===== src/rtl/plotter_pkg.sv =====
// Shared types and constants for the stepper plotter job path.
// Pixel grid dimensions derive from the mechanical step limits.
package plotter_pkg;

  localparam int unsigned STEPS_PER_PIXEL = 9;
  localparam int unsigned H_STEPS_MAX     = 720;
  localparam int unsigned V_STEPS_MAX     = 960;
  localparam int unsigned PLOT_H_PIXELS   = H_STEPS_MAX / STEPS_PER_PIXEL;
  localparam int unsigned PLOT_V_PIXELS   = V_STEPS_MAX / STEPS_PER_PIXEL;
  localparam int unsigned COORD_W         = 7;

  typedef enum logic [1:0] {
    CMD_EMPTY  = 2'd0,
    CMD_PIXEL  = 2'd1,
    CMD_RETURN = 2'd2,
    CMD_SHIFT  = 2'd3
  } cmd_op_e;

  // Intensity at or above the threshold is drawn.
  function automatic cmd_op_e pixel_op(input int unsigned data, input int unsigned thr);
    return (data >= thr) ? CMD_PIXEL : CMD_EMPTY;
  endfunction

endpackage


===== src/rtl/plot_job_sequencer_if.sv =====
// Frame-buffer read port and motion-engine command handshake.
// master = sequencer side, slave = memory/engine side.
interface plot_job_sequencer_if
  import plotter_pkg::*;
#(
  parameter int unsigned ADDR_W = 14,
  parameter int unsigned DATA_W = 8
);

  logic              mem_rd;
  logic [ADDR_W-1:0] mem_addr;
  logic [DATA_W-1:0] mem_data;
  logic              cmd_valid;
  cmd_op_e           cmd_op;
  logic              cmd_ready;
  logic              cmd_done;

  modport master (
    output mem_rd, mem_addr, cmd_valid, cmd_op,
    input  mem_data, cmd_ready, cmd_done
  );

  modport slave (
    input  mem_rd, mem_addr, cmd_valid, cmd_op,
    output mem_data, cmd_ready, cmd_done
  );

endinterface


===== src/rtl/raster_addr_gen.sv =====
// Column/row counters and a running row base so the buffer address
// never needs a multiplier.
module raster_addr_gen #(
  parameter int unsigned H_PIXELS = 80,
  parameter int unsigned V_PIXELS = 106,
  parameter int unsigned ADDR_W   = 14,
  parameter int unsigned COORD_W  = 7
) (
  input  logic               clk,
  input  logic               rst,
  input  logic               i_clear,
  input  logic               i_adv_col,
  input  logic               i_next_row,
  output logic [COORD_W-1:0] o_col,
  output logic [COORD_W-1:0] o_row,
  output logic [ADDR_W-1:0]  o_addr,
  output logic               o_last_col_c,
  output logic               o_last_row_c
);

  localparam logic [ADDR_W-1:0]  ROW_STEP = ADDR_W'(H_PIXELS);
  localparam logic [COORD_W-1:0] LAST_COL = COORD_W'(H_PIXELS - 1);
  localparam logic [COORD_W-1:0] LAST_ROW = COORD_W'(V_PIXELS - 1);

  logic [COORD_W-1:0] r_col;
  logic [COORD_W-1:0] r_row;
  logic [ADDR_W-1:0]  r_row_base;
  logic [ADDR_W-1:0]  r_addr;
  logic [ADDR_W-1:0]  w_next_base;

  assign w_next_base = r_row_base + ROW_STEP;

  always_ff @(posedge clk) begin
    if (rst || i_clear) begin
      r_col      <= '0;
      r_row      <= '0;
      r_row_base <= '0;
      r_addr     <= '0;
    end else if (i_next_row) begin
      r_col      <= '0;
      r_row      <= r_row + COORD_W'(1);
      r_row_base <= w_next_base;
      r_addr     <= w_next_base;
    end else if (i_adv_col) begin
      r_col  <= r_col + COORD_W'(1);
      r_addr <= r_addr + ADDR_W'(1);
    end
  end

  assign o_col        = r_col;
  assign o_row        = r_row;
  assign o_addr       = r_addr;
  assign o_last_col_c = (r_col == LAST_COL);
  assign o_last_row_c = (r_row == LAST_ROW);

endmodule


===== src/rtl/plot_job_sequencer.sv =====
// Raster job sequencer: fetches and thresholds each pixel, then issues one
// motion command per pixel plus carriage-return/line-shift at row ends.
module plot_job_sequencer
  import plotter_pkg::*;
#(
  parameter int unsigned H_PIXELS    = PLOT_H_PIXELS,
  parameter int unsigned V_PIXELS    = PLOT_V_PIXELS,
  parameter int unsigned DATA_W      = 8,
  parameter int unsigned MEM_LATENCY = 2,
  parameter int unsigned ADDR_W      = 14
) (
  input  logic                clk_100mhz,
  input  logic                rst,
  input  logic                start,
  input  logic                pause,
  input  logic [DATA_W-1:0]   threshold,
  plot_job_sequencer_if.master bus,
  output logic                busy,
  output logic                drawing_done,
  output logic [COORD_W-1:0]  cur_col,
  output logic [COORD_W-1:0]  cur_row
);

  localparam int unsigned LAT_W = 3;

  typedef enum logic [2:0] {
    S_IDLE, S_FETCH, S_WAIT_DATA, S_ISSUE, S_WAIT_DONE, S_DONE
  } state_e;

  state_e              r_state;
  logic                r_mem_rd;
  logic                r_cmd_valid;
  cmd_op_e             r_cmd_op;
  logic                r_busy;
  logic                r_drawing_done;
  logic [DATA_W-1:0]   r_threshold;
  logic [LAT_W-1:0]    r_lat_cnt;

  logic                w_start_ok;
  logic                w_done_evt;
  logic                w_is_pixel;
  logic                w_adv_col;
  logic                w_next_row;
  logic                w_last_col;
  logic                w_last_row;
  logic [ADDR_W-1:0]   w_addr;

  assign w_start_ok = start && ((r_state == S_IDLE) || (r_state == S_DONE));
  assign w_done_evt = (r_state == S_WAIT_DONE) && bus.cmd_done;
  assign w_is_pixel = (r_cmd_op == CMD_EMPTY) || (r_cmd_op == CMD_PIXEL);
  assign w_adv_col  = w_done_evt && w_is_pixel && !w_last_col;
  assign w_next_row = w_done_evt && (r_cmd_op == CMD_SHIFT);

  raster_addr_gen #(
    .H_PIXELS (H_PIXELS),
    .V_PIXELS (V_PIXELS),
    .ADDR_W   (ADDR_W),
    .COORD_W  (COORD_W)
  ) u_addr_gen (
    .clk          (clk_100mhz),
    .rst          (rst),
    .i_clear      (w_start_ok),
    .i_adv_col    (w_adv_col),
    .i_next_row   (w_next_row),
    .o_col        (cur_col),
    .o_row        (cur_row),
    .o_addr       (w_addr),
    .o_last_col_c (w_last_col),
    .o_last_row_c (w_last_row)
  );

  always_ff @(posedge clk_100mhz) begin
    if (rst) begin
      r_state        <= S_IDLE;
      r_mem_rd       <= 1'b0;
      r_cmd_valid    <= 1'b0;
      r_cmd_op       <= CMD_EMPTY;
      r_busy         <= 1'b0;
      r_drawing_done <= 1'b0;
      r_threshold    <= '0;
      r_lat_cnt      <= '0;
    end else begin
      r_mem_rd <= 1'b0;
      case (r_state)
        S_IDLE, S_DONE: begin
          if (start) begin
            r_drawing_done <= 1'b0;
            r_threshold    <= threshold;
            r_busy         <= 1'b1;
            r_state        <= S_FETCH;
          end
        end
        S_FETCH: begin
          if (!pause) begin
            r_mem_rd  <= 1'b1;
            r_lat_cnt <= '0;
            r_state   <= S_WAIT_DATA;
          end
        end
        // Counter reaches MEM_LATENCY on the edge where the read data is valid.
        S_WAIT_DATA: begin
          if (r_lat_cnt == LAT_W'(MEM_LATENCY)) begin
            r_cmd_op    <= pixel_op(32'(bus.mem_data), 32'(r_threshold));
            r_cmd_valid <= 1'b1;
            r_state     <= S_ISSUE;
          end else begin
            r_lat_cnt <= r_lat_cnt + LAT_W'(1);
          end
        end
        S_ISSUE: begin
          if (bus.cmd_ready) begin
            r_cmd_valid <= 1'b0;
            r_state     <= S_WAIT_DONE;
          end
        end
        S_WAIT_DONE: begin
          if (bus.cmd_done) begin
            case (r_cmd_op)
              CMD_EMPTY, CMD_PIXEL: begin
                if (w_last_col) begin
                  r_cmd_op    <= CMD_RETURN;
                  r_cmd_valid <= 1'b1;
                  r_state     <= S_ISSUE;
                end else begin
                  r_state <= S_FETCH;
                end
              end
              CMD_RETURN: begin
                if (w_last_row) begin
                  r_busy         <= 1'b0;
                  r_drawing_done <= 1'b1;
                  r_state        <= S_DONE;
                end else begin
                  r_cmd_op    <= CMD_SHIFT;
                  r_cmd_valid <= 1'b1;
                  r_state     <= S_ISSUE;
                end
              end
              default: r_state <= S_FETCH;
            endcase
          end
        end
        default: r_state <= S_IDLE;
      endcase
    end
  end

  assign bus.mem_rd    = r_mem_rd;
  assign bus.mem_addr  = w_addr;
  assign bus.cmd_valid = r_cmd_valid;
  assign bus.cmd_op    = r_cmd_op;
  assign busy          = r_busy;
  assign drawing_done  = r_drawing_done;

endmodule

===== src/flat_wrapper.sv =====
// flat-port wrapper written by rule: the top's interface ports become plain ports
module plot_job_sequencer_flat import plotter_pkg::*;
#(
  parameter int unsigned H_PIXELS    = PLOT_H_PIXELS,
  parameter int unsigned V_PIXELS    = PLOT_V_PIXELS,
  parameter int unsigned DATA_W      = 8,
  parameter int unsigned MEM_LATENCY = 2,
  parameter int unsigned ADDR_W      = 14
)
  (clk_100mhz, rst, start, pause, threshold, busy, drawing_done, cur_col, cur_row, bus_mem_rd, bus_mem_addr, bus_cmd_valid, bus_cmd_op, bus_mem_data, bus_cmd_ready, bus_cmd_done);
  plot_job_sequencer_if #(.ADDR_W(ADDR_W), .DATA_W(DATA_W)) bus_i ();
  input  logic clk_100mhz;
  input  logic rst;
  input  logic start;
  input  logic pause;
  input  logic [DATA_W-1:0] threshold;
  output logic busy;
  output logic drawing_done;
  output logic [COORD_W-1:0] cur_col;
  output logic [COORD_W-1:0] cur_row;
  output wire logic [$bits(bus_i.mem_rd)-1:0] bus_mem_rd;
  output wire logic [$bits(bus_i.mem_addr)-1:0] bus_mem_addr;
  output wire logic [$bits(bus_i.cmd_valid)-1:0] bus_cmd_valid;
  output wire logic [$bits(bus_i.cmd_op)-1:0] bus_cmd_op;
  input wire logic [$bits(bus_i.mem_data)-1:0] bus_mem_data;
  input wire logic [$bits(bus_i.cmd_ready)-1:0] bus_cmd_ready;
  input wire logic [$bits(bus_i.cmd_done)-1:0] bus_cmd_done;
  assign bus_mem_rd = bus_i.mem_rd;
  assign bus_mem_addr = bus_i.mem_addr;
  assign bus_cmd_valid = bus_i.cmd_valid;
  assign bus_cmd_op = bus_i.cmd_op;
  assign bus_i.mem_data = bus_mem_data;
  assign bus_i.cmd_ready = bus_cmd_ready;
  assign bus_i.cmd_done = bus_cmd_done;
  plot_job_sequencer #(.H_PIXELS(H_PIXELS), .V_PIXELS(V_PIXELS), .DATA_W(DATA_W), .MEM_LATENCY(MEM_LATENCY), .ADDR_W(ADDR_W)) u_core (.clk_100mhz(clk_100mhz), .rst(rst), .start(start), .pause(pause), .threshold(threshold), .bus(bus_i), .busy(busy), .drawing_done(drawing_done), .cur_col(cur_col), .cur_row(cur_row));
endmodule

===== config.mk =====
export PLATFORM = sky130hd
export DESIGN_NAME = plot_job_sequencer_flat
export DESIGN_NICKNAME = d
export VERILOG_FILES = /design/src/rtl/plotter_pkg.sv /design/src/rtl/plot_job_sequencer_if.sv /design/src/rtl/raster_addr_gen.sv /design/src/rtl/plot_job_sequencer.sv /design/src/flat_wrapper.sv
export SDC_FILE = /design/constraint.sdc
export NUM_CORES = 1
export LEC_CHECK = 0
export CORE_ASPECT_RATIO = 0.5
export CORE_MARGIN = 3
export CORE_UTILIZATION = 60
export CTS_CLUSTER_DIAMETER = 50
export DETAILED_ROUTE_END_ITERATION = 7
export DONT_BUFFER_PORTS = 1
export GPL_TIMING_DRIVEN = 0
export PLACE_DENSITY = 0.76
export RECOVER_POWER = 100
export SLEW_MARGIN = 20
export SYNTH_ARGS = -nofsm -noshare
export SYNTH_HDL_FRONTEND = slang
export SYNTH_SLANG_ARGS = --single-unit

===== constraint.sdc =====
create_clock -name clk_100mhz -period 2.3 [get_ports clk_100mhz]
set_input_delay 0.46 -clock clk_100mhz [delete_from_list [all_inputs] [get_ports clk_100mhz]]
set_output_delay 0.46 -clock clk_100mhz [all_outputs]
set_load 0.005 [all_outputs]

Word level (Yosys, flattened, before mapping):

Cells that the tools add are included.

* eq/ne operators: 22
* multiplexer cells: 39
* $add $sub $neg: 5
* $lt $le $gt $ge: 1
* reductions and logical operators: 26
* bitwise logic cells: 1

Operators with widths (number)
* $mux 14: 2
* $mux 3: 8
* $mux 1: 15
* $pmux 3 s5: 1
* $add 14x1->14 const B: 1
* $add 14x7->14 const B: 1
* $add 7x1->7 const B: 2
* $eq 7x7->1 const B: 2
* $ne 2x2->1 const B: 7
* $pmux 3 s2: 2
* $mux 2: 5
* $reduce_and 5->1: 2
* $eq 3x2->1 const B: 3
* $ge 8x8->1: 1
* $pmux 2 s2: 2
* $reduce_bool 2->1: 4
* $reduce_or 2->1: 4
* $reduce_and 7->1: 1
* $eq 3x3->1 const B: 2
* $ne 3x3->1 const B: 2
* $pmux 1 s2: 3
* $reduce_and 6->1: 1
* $logic_and 1x1->1: 5
* $eq 2x2->1 const B: 2
* other kinds (14): 16

* output and inout port bits: 34
* register bits: 62
* bits of input ports: 22
* word-level logic and storage cells: 106

Depth between registers and ports, before layout:

* depth after elaboration: 6
* gate-level depth with buffers: 8
* depth with buffers taken out: 7

Cells and area by module:

From an unflattened synthesis, not the netlist that was laid out.

* cells, all modules: 351
* area, all modules: 3064.2 sq um

Modules (own cells, without submodules)
* raster_addr_gen: cells an instance 212, area each 1871.8 sq um, times used 1, seq. area each 760.7 sq um
* plot_job_sequencer: cells an instance 139, area each 1192.4 sq um, times used 1, seq. area each 400.4 sq um

Worst setup path after synthesis:

No wires, ideal clock.

* path type: register to register
* start: reg u_core.u_addr_gen.r_col[0], in the netlist u_core.u_addr_gen.o_col[0]
* end: reg u_core.u_addr_gen.r_col[4], in the netlist u_core.u_addr_gen.o_col[4]
* period minus slack after synthesis: 1858 ps
* stages on the path, launching flop included: 7
* path slack: 442 ps
* arrival time: 1788 ps
* path buffers: 0
* library setup time: 70 ps
* data required time: 2230 ps
* cell sequence: dfxtp_1 > ha_1 > and4bb_2 > a311oi_4 > nand2_2 > or3_1 > a21oi_1

* longest elaborated chain between the ends: 3
* elaborated cells on any way between the ends: 4
* classes of those cells: 1 x add/sub; 1 x eq/ne; 2 x reduce/logical

Ends and longest elaborated chain
* start, declared: RTL line raster_addr_gen.sv:25 `logic [COORD_W-1:0] r_col;`
* start signal, assigned: RTL line raster_addr_gen.sv:45 `r_col <= r_col + COORD_W'(1);`
* branches (longest 3 deep; another with $add 7x1->7)

Parallel ways; which one is timed is not known.
A chain may end at the register's enable or synchronous reset.

Worst setup path after layout:

* start: reg u_core.u_addr_gen.r_col[0], in the netlist u_core.u_addr_gen.o_col[0]
* end: reg u_core.u_addr_gen.r_addr[11], in the netlist u_core.u_addr_gen.o_addr[11]

* longest elaborated chain between the ends: 4

Ends and longest elaborated chain
* $eq 7x7->1: RTL line raster_addr_gen.sv:53 `assign o_last_col_c = (r_col == LAST_COL);`
* $logic_not 1->1: RTL line plot_job_sequencer.sv:51 `assign w_adv_col = w_done_evt && w_is_pixel && !w_last_col;`
* $logic_and 1x1->1: RTL line plot_job_sequencer.sv:51
* $reduce_bool 2->1 (no source line)
* end signal, assigned: RTL line raster_addr_gen.sv:43 `r_addr <= w_next_base;`
* end signal, assigned: RTL line raster_addr_gen.sv:46 `r_addr <= r_addr + ADDR_W'(1);`
* end, declared: RTL line raster_addr_gen.sv:28 `logic [ADDR_W-1:0] r_addr;`

Every way passes these cells.

==> out/metrics.cfg <==
[clock_tree]
cts_num_sinks = 58
numCtsBuffers = 9
h-tree-depth = 3
postCtsSetupRepairBufs = 0
clk_latency_ns = 0.35
cts_tree = done
post_cts_resized = 0
cts_root_buf = clkbuf_8
cts_buffer_depth = 2
cts.clk_slew.worst_paths_ns = 0.07
cts_hold_buf = 0

[timing]
report.final.slew_viol_count = 0
fmax_mhz = 452.8
rsz0062_at_grt = false
final.setup_skew_ns = 0.004838
worstMarginPinSlew_ns = 0.8670
relSlewSlack_pct = 42.07
hold_viol_final = 0
period_share_pct = 96.02
setup_viol = 0
min_period_ns = 2.209
setup_tns_ns = 0

[power_and_ir_drop]
p_leak_nw = 1.209
finalPower_mw = 2.411
powerDensity_mw_per_mm2 = 701.4
ir_drop_mv = 0.3742

[placement]
dp_hpwl_mm = 5.328
gp_congestion = 0.8559
numPortBuffers = 0
place_area_sq_mm = 0.003276
placedCellCount = 447

[routing]
drcViolationCount = 0
viasPerCell = 5.974
avgRoutedWirePerCell_um = 15.76
final_antenna_net_count = 0
routed_wl_mm = 7.297
drt-pass1-iter-count = 5
via_count = 2766
drtIter0Drc = 148

[setup_path]
endpoint = u_core.u_addr_gen.o_addr[11]
arrival_ns = 2.45
timing.rr.start = u_core.u_addr_gen.o_col[0]
cp_max_fo = 7
crit_path_start = u_core.u_addr_gen.o_col[0]
r2r-end = u_core.u_addr_gen.o_addr[11]
rr_worst_depth = 6
crit_type = flop to flop
r2r_slack_ns = 0.09
worstSetupEndpointType = flop
worstSetupStartpointType = flop
crit_required_ns = 2.55

[floorplan]
die-area_sq_mm = 0.006277
dieWidth_um = 109.1
row_count = 18
die-height_um = 57.55
fp.coreArea_sq_mm = 0.005022
start_util_pct = 63.48
ioPinCount = 56

[global_routing]
grt_pass1_vias = 2656
grt_max_degree = 11
overflow = 0
grt_pass1_wl_mm = 12.03
grt_util_all_layers_pct = 24.49
antenna_found_initial = 0

[worst_hold_path]
hold_path.class = input pin to flop

[synthesis]
yosysWarnings = 0
synthTopCellsByCount = dfxtp_1 (58), nor2_1 (48), o21ai_0 (27), a21oi_1 (20), xnor2_1 (20)
syn-mean-instance-area_sq_um = 8.456
yosys-top-cells-area = dfxtp_1 (36%), ha_1 (5.9%), nor2_1 (5.7%)
synthCells = 377
yosysUniqueCellTypes = 57
synth_most_common_cell = dfxtp_1
yosysTopAreaCell = dfxtp_1
synth-edff-count = 0
synth-seq-cells = 58
ys_seq_area_share_pct = 36.42
yosys_most_used_dff = dfxtp_1
syn-num-nets = 414
async_reset_ff_share_pct = 0
synth_top_cell_area_share_pct = 36.42
netlist_area_sq_mm = 0.003188

[finish]
layout.cells.non_filler = 463
design_area_sq_mm = 0.003437
final.fill_count = 418
diodes = 0
drive_gt1_share_pct = 8.651
nets = 425
utilization_pct = 68.44
area_growth_syn_to_layout_pct = 7.810

[run]
cap_violations = 0

[run_status]
status = finished, final reports clean

==> where the power goes <==
part	internal [mW]	total, mW	switching (mW)
Clock	0.409	0.824	0.415
Combinational	0.195	0.483	0.288
Sequential	1.06	1.10	0.0384
==> area by class of cell <==
cell class                 count  area, sq um  share of cell area [%]
multi-input combinational    282         1862                   54.17
sequential                    58         1161                   33.78
clock buffer                  10        137.6                   4.004
tap                           70        87.58                   2.548
buffer                        18        85.08                   2.475
inverter                      19        71.32                   2.075
clock inverter                 6        32.53                  0.9465
==> logic make-up after synthesis <==
| family | share of synthesized area [%] |
|---|---|
| AND/OR/NAND/NOR | 23.67 |
| flip-flops | 36.42 |
| XOR/XNOR | 9.066 |
| AO/OA/AOI/OAI | 16.41 |
| multiplexers | 3.454 |
| adder cells (fa/ha/maj) | 5.887 |
| buffers and inverters | 5.102 |
==> critical path, stage by stage, from the launching register on <==
cell and delay (ns):
dfxtp_1 0.37, ha_1 0.27, nand4bb_1 0.17, nor3_1 0.08, nor3b_1 0.71, a21oi_1 0.20, a211oi_1 0.31
==> per-layer routing <==
layer / vias up / GRT usage, % / routed length, um
met2: 103 / 42.84 / 3486
met4: 0 / 10.25 / 150
met1: 1301 / 27.33 / 3083
met5: - / 0 / 0
li1: 1348 / - / -
met3: 14 / 8.588 / 576
==> registers in the layout, summed over array words and instances, names as in the netlist, 2 cells and up <==
register / count
u_core.r_lat_cnt: 3
u_core.u_addr_gen.o_row: 7
u_core.r_state: 3
u_core.u_addr_gen.r_row_base: 10
u_core.u_addr_gen.o_col: 7
u_core.u_addr_gen.o_addr: 14
u_core.bus.cmd_op: 2
u_core.r_threshold: 8
==> worst min-delay path by stage <==
stage	startpoint	end	slack [ns]	depth (start not counted)
6_report	threshold[6]	u_core.r_threshold[6]	0.26	2
5_1_grt	threshold[6]	u_core.r_threshold[6]	0.27	2
4_1_cts	threshold[6]	u_core.r_threshold[6]	0.26	2
3_5_place_dp	u_core.r_threshold[3]	u_core.r_threshold[3]	0.49	2
3_3_place_gp	u_core.r_threshold[1]	u_core.r_threshold[1]	0.47	2
2_1_floorplan	u_core.r_threshold[1]	u_core.r_threshold[1]	0.46	2
==> cells in the final DEF (no fill, tap or decap), types with 6 or more instances in the layout <==
cell / n
o21ai_0: 27
ha_1: 15
nand4_1: 7
a21oi_1: 20
nor2_1: 48
clkbuf_8: 10
xor2_1: 13
a211oi_1: 6
inv_1: 19
nor3_1: 7
xnor2_1: 20
mux2i_1: 11
nand3_1: 13
nor2b_1: 6
clkbuf_1: 9
dfxtp_1: 58
or3_1: 7
nand2_1: 20
==> through the flow <==
step | setup slack (ns) | hold WS, ns
after floorplan | 0.4420 | 0.4604
after global placement | 0.2726 | 0.4747
after detailed placement | 0.1683 | 0.4877
after CTS | 0.1511 | 0.2606
after global routing | 0.04305 | 0.2684
final | 0.09149 | 0.2608
No activity file was read; power rests on OpenSTA's default activity.
